File: config.mk
export PLATFORM = sky130hd
export DESIGN_NAME = serializer_8b
export DESIGN_NICKNAME = d
export VERILOG_FILES = /design/src/rtl/serializer_pkg.sv /design/src/rtl/mod8_counter.sv /design/src/rtl/serializer_8b.sv
export SDC_FILE = /design/constraint.sdc
export NUM_CORES = 1
export LEC_CHECK = 0
export ABC_AREA = 0
export CORE_ASPECT_RATIO = 1.5
export CORE_MARGIN = 4
export CORE_UTILIZATION = 30
export CTS_BUF_LIST = sky130_fd_sc_hd__clkbuf_4 sky130_fd_sc_hd__clkbuf_8 sky130_fd_sc_hd__clkbuf_16
export CTS_CLUSTER_SIZE = 28
export DETAILED_ROUTE_END_ITERATION = 8
export DONT_BUFFER_PORTS = 1
export HOLD_SLACK_MARGIN = 0.06
export PLACE_DENSITY_LB_ADDON = 0.1
export SETUP_SLACK_MARGIN = 0.02
export SLEW_MARGIN = 20
export SYNTH_ARGS = -nofsm -noshare
export SYNTH_HDL_FRONTEND = slang
export SYNTH_SLANG_ARGS = --single-unit
File: constraint.sdc
create_clock -name clk -period 1.5 [get_ports clk]
set_input_delay 0.225 -clock clk [delete_from_list [all_inputs] [get_ports clk]]
set_output_delay 0.225 -clock clk [all_outputs]
set_load 0.1 [all_outputs]
File: src/rtl/serializer_pkg.sv
// Shared types and constants for the 8-bit serializer.
// State encoding plus word and counter geometry.
package serializer_pkg;

  localparam int WORD_W = 8;
  localparam int CNT_W  = 3;
  localparam logic [CNT_W-1:0] CNT_LAST = 3'd7;

  typedef enum logic {
    IDLE  = 1'b0,
    SHIFT = 1'b1
  } state_t;

endpackage

File: src/rtl/mod8_counter.sv
// Bit index counter for the serializer.
// Clear wins over enable; is_last flags the final bit slot.
import serializer_pkg::*;

module mod8_counter (
  input  logic             clk,
  input  logic             rst_n,
  input  logic             clr,
  input  logic             en,
  output logic [CNT_W-1:0] count,
  output logic             is_last
);

  always_ff @(posedge clk or negedge rst_n) begin
    if (!rst_n) begin
      count <= '0;
    end else if (clr) begin
      count <= '0;
    end else if (en) begin
      count <= count + 1'b1;
    end
  end

  assign is_last = (count == CNT_LAST);

endmodule

File: src/rtl/serializer_8b.sv
// 8-bit parallel-to-serial converter with valid/ready on both sides.
// Back-to-back words stream without a bubble.
import serializer_pkg::*;

module serializer_8b #(
  parameter int LSB_FIRST = 1
) (
  input  logic              clk,
  input  logic              rst_n,
  input  logic [WORD_W-1:0] in_8b,
  input  logic              in_valid,
  output logic              in_ready,
  output logic              out_bit,
  output logic              out_valid,
  input  logic              out_ready,
  output logic              out_last,
  output logic              out_any
);

  state_t state;
  state_t state_nx;

  logic [WORD_W-1:0] shreg;
  logic [CNT_W-1:0]  cnt;
  logic [CNT_W-1:0]  idx;
  logic              is_last;
  logic              in_acc;
  logic              out_acc;
  logic              sel_bit;
  logic              bit_q;

  mod8_counter u_cnt (
    .clk     (clk),
    .rst_n   (rst_n),
    .clr     (in_acc),
    .en      (out_acc & ~is_last),
    .count   (cnt),
    .is_last (is_last)
  );

  assign out_valid = (state == SHIFT);
  assign out_last  = out_valid & is_last;

  // Ready early on the last bit so the next word lands with no gap.
  assign in_ready = (state == IDLE)
                  | (out_valid & is_last & out_ready);

  assign in_acc  = in_valid & in_ready;
  assign out_acc = out_valid & out_ready;

  assign idx     = (LSB_FIRST != 0) ? cnt : ~cnt;
  assign sel_bit = shreg[idx];
  assign out_bit = out_valid ? sel_bit : bit_q;

  always_comb begin
    state_nx = state;
    unique case (state)
      IDLE: begin
        if (in_acc) state_nx = SHIFT;
      end
      SHIFT: begin
        if (out_acc && is_last && !in_acc) state_nx = IDLE;
      end
      default: state_nx = IDLE;
    endcase
  end

  always_ff @(posedge clk or negedge rst_n) begin
    if (!rst_n) begin
      state   <= IDLE;
      shreg   <= '0;
      out_any <= 1'b0;
      bit_q   <= 1'b0;
    end else begin
      state <= state_nx;
      if (in_acc) begin
        shreg   <= in_8b;
        out_any <= |in_8b;
      end
      // Remember the presented bit so IDLE keeps showing it.
      if (out_valid) bit_q <= sel_bit;
    end
  end

endmodule

==> results by group <==
Drt
  • Routed vias/inst: 5.381
  • DRT Pass-1 Iters: 2
  • Detailed Route WL: between 1 and 1.5 mm
  • Routed length on met1: 513 µm
  • Met3 routed WL: approximately 95 µm
  • Vias post-DR: 452
  • DRC Markers: 0
  • Initial drt markers: 2
  • Top Metal Used: met4
  • Antenna viol nets, final: 0
  • Metal2 WL: around 780 µm
  • Detailed-route wire length per cell: about 17 µm

Finish
  • Post-Layout Cell Count: 84
  • Post-Layout Inst Area: 938.4 µm²
  • Share of layout cells above drive strength 1: between 50 and 60%
  • Final nets: 77
  • Antenna fix cells: 0
  • P&R area growth vs syn: 42.59%
  • Final core occ: ~46%

Timing
  • RSZ-0062 raised after global routing: yes
  • Slew margin rel.: between 50% and 60%
  • Final setup violation count: 17
  • Worst Slack Setup Final: -484.2 ps
  • Hold WS: a little under 90 ps
  • Worst Clk Skew: between 3 and 4 ps
  • Final Max Slew Viols: 0
  • Final Hold Viols: 0
  • Tightest Pin Transition: roughly 640 ps
  • Final worst-path cycle share: 132.3%
  • Min Tclk post-route: slightly below 2000 ps
  • Setup total negative slack: -4735 ps
  • FMAX: just over 500 MHz

Die
  • Starting Density: 32.07%
  • Core area: about 0.0021 mm²
  • # IOs: 17
  • Die Wd: about 46 µm
  • Die H: between 60 and 70 µm
  • # rows: 20
  • Die area: 0.003022 mm²

Critical path
  • Data arrival time of the worst path: roughly 1800 ps
  • CP Capture Type: output pin
  • Crit Path Category: reg2out
  • Critical Path RT: roughly 1300 ps
  • Crit path launch type: flop
  • Crit Path Max Fanout: 6

Logic synthesis
  • Yosys reg bits: 14
  • Cell variety after synth: 19
  • Post-Synthesis Cell Area: about 660 µm²
  • Post-Syn Nets: 61
  • Yosys warning total: 0
  • Synthesized netlist cell count: 47
  • Syn Area/Cell: around 14 µm²
  • Post-synthesis sequential area ratio: 53.23%

Placed design
  • Detailed-placement wirelength estimate: between 1 and 1.5 mm
  • I/O Buffers: 0
  • Placed Cells: 75
  • Dpl ws: -230.2 ps
  • Dpl cell area: between 700 and 800 µm²
  • Final GP Congestion: about 0.75

Run
  • # Max-Cap Violations: 0

Min path
  • HP Class: in2reg

Clocking
  • Cts bufs inserted: 3
  • Clk sinks: 14
  • Clock latency on the worst-skew pair: around 280 ps
  • Reg clk slew, reported paths: 90 ps
  • CTS tree: done
  • Htree depth: 1
  • Root Buffer: clkbuf_4
  • Clock Path Buffers: 2

Power and ir drop
  • Leakage: 0.4101 nW
  • Pwr Density: between 2000 and 2500 mW/mm²
  • Total power: 2.152 mW
  • Peak supply drop: between 0.001 and 0.0015 V

Global route
  • First-pass GRT wire length: roughly 2.4 mm
  • Largest net degree at the start of global routing: 15
  • All-Layer GR Usage: 10.98%
  • Antenna violations before repair: 0
  • Number of global-route vias before repair: about 520
  • Grt total ovfl: 0

Outcome
  • Failing checks: negative setup slack
  • Status: finished with violations
==> layer usage <==
layer | global-route usage (%) | vias to the layer above
li1 | - | 211
met3 | 2.192 | 2
met4 | 6.406 | 0
met5 | 0 | -
met1 | 12.80 | 228
met2 | 17.76 | 11
==> sequential cells by signal, summed over array words and instances (netlist names) <==
name	flops
bit_q	1
out_any	1
out_valid	1
shreg	8
u_cnt.count	3
==> final timing paths <==
| path | cells past startpoint | endpoint | slack (ps) | start |
|---|---|---|---|---|
| worst min-delay path | 1 | shreg[4] | 90 | in_8b[4] |
| max in group asynchronous | 1 | out_valid | 640 | rst_n |
| min in group asynchronous | 1 | bit_q | 400 | rst_n |
| worst max register to register | 9 | out_any | -360 | u_cnt.count[0] |
| worst min register to register | 1 | shreg[1] | 520 | shreg[1] |
| worst max-delay path | 4 | out_bit | -480 | u_cnt.count[0] |
==> cells by family after synthesis <==
logic type | share of synthesized area (%)
buffers and inverters | 2.281
adders and majority gates | 3.802
AOI/OAI and AO/OA | 8.556
DFF | 53.23
and+or+nand+nor | 7.225
muxes | 24.91
==> worst max-delay path: stages (launching register included) <==
cell,delay (ps)
dfrtp_2,470
mux2i_1,140
mux4_2,510
o21ai_4,170
buf_12,190
==> placed cells by master (no fill, tap or decap) <==
master | netlist | routed
a41oi_1 | 1 | 1
buf_12 | 0 | 3
o21ai_4 | 0 | 1
dlygate4sd3_1 | 0 | 2
inv_1 | 1 | 1
ha_4 | 0 | 2
clkbuf_4 | 0 | 3
and2_4 | 0 | 2
o22ai_4 | 0 | 1
mux2i_1 | 4 | 4
nor2b_4 | 0 | 1
mux4_2 | 1 | 1
clkbuf_8 | 0 | 1
nand2b_1 | 1 | 1
dfrtp_4 | 0 | 1
a21oi_2 | 0 | 1
buf_6 | 1 | 1
mux2_4 | 0 | 1
a22o_1 | 2 | 2
nand2_8 | 0 | 1
dfrtp_2 | 0 | 1
nand2_1 | 1 | 1
dfrtp_1 | 14 | 12
nor4_1 | 2 | 2
buf_4 | 0 | 6
a21bo_4 | 0 | 1
mux2_2 | 9 | 8
==> synth_stat cells, drive strengths merged <==
cell type,number,area [µm²]
inv,1,3.750
ha,2,25.02
a22o,2,17.52
mux2i,4,40.04
buf,1,11.26
a21oi,1,5.000
mux2,9,101.4
nand2b,1,6.260
nand2,2,10.01
nor2b,1,6.260
a41oi,1,8.760
a21bo,1,10.01
o22ai,1,6.260
dfrtp,14,350.3
and2,2,12.51
nor4,2,12.51
o21ai,1,8.760
mux4,1,22.52
==> repair_timing <==
item                                    4_1_cts  5_1_grt
endpoints found under the hold margin        16        0
resized for setup                            17        0
endpoints found under the setup margin       16       17
hold buffers                                  2        0
buffers inserted                              3        0
pin swaps                                     4        2
==> power breakdown <==
| part | total (mW) | internal [mW] | switching, mW |
|---|---|---|---|
| clock | 0.274 | 0.148 | 0.126 |
| sequential | 0.678 | 0.549 | 0.129 |
| combinational | 1.20 | 0.552 | 0.648 |
| total | 2.15 | 1.25 | 0.903 |
==> final cells by class <==
type	count	area, µm²
Tap cell	22	27.53
Inverter	1	3.754
Sequential cell	14	355.3
Multi-Input combinational cell	31	379.1
Fill cell	201	1114
Clock buffer	4	36.28
Timing Repair Buffer	12	136.4
No activity file was read; power rests on OpenSTA's default activity.
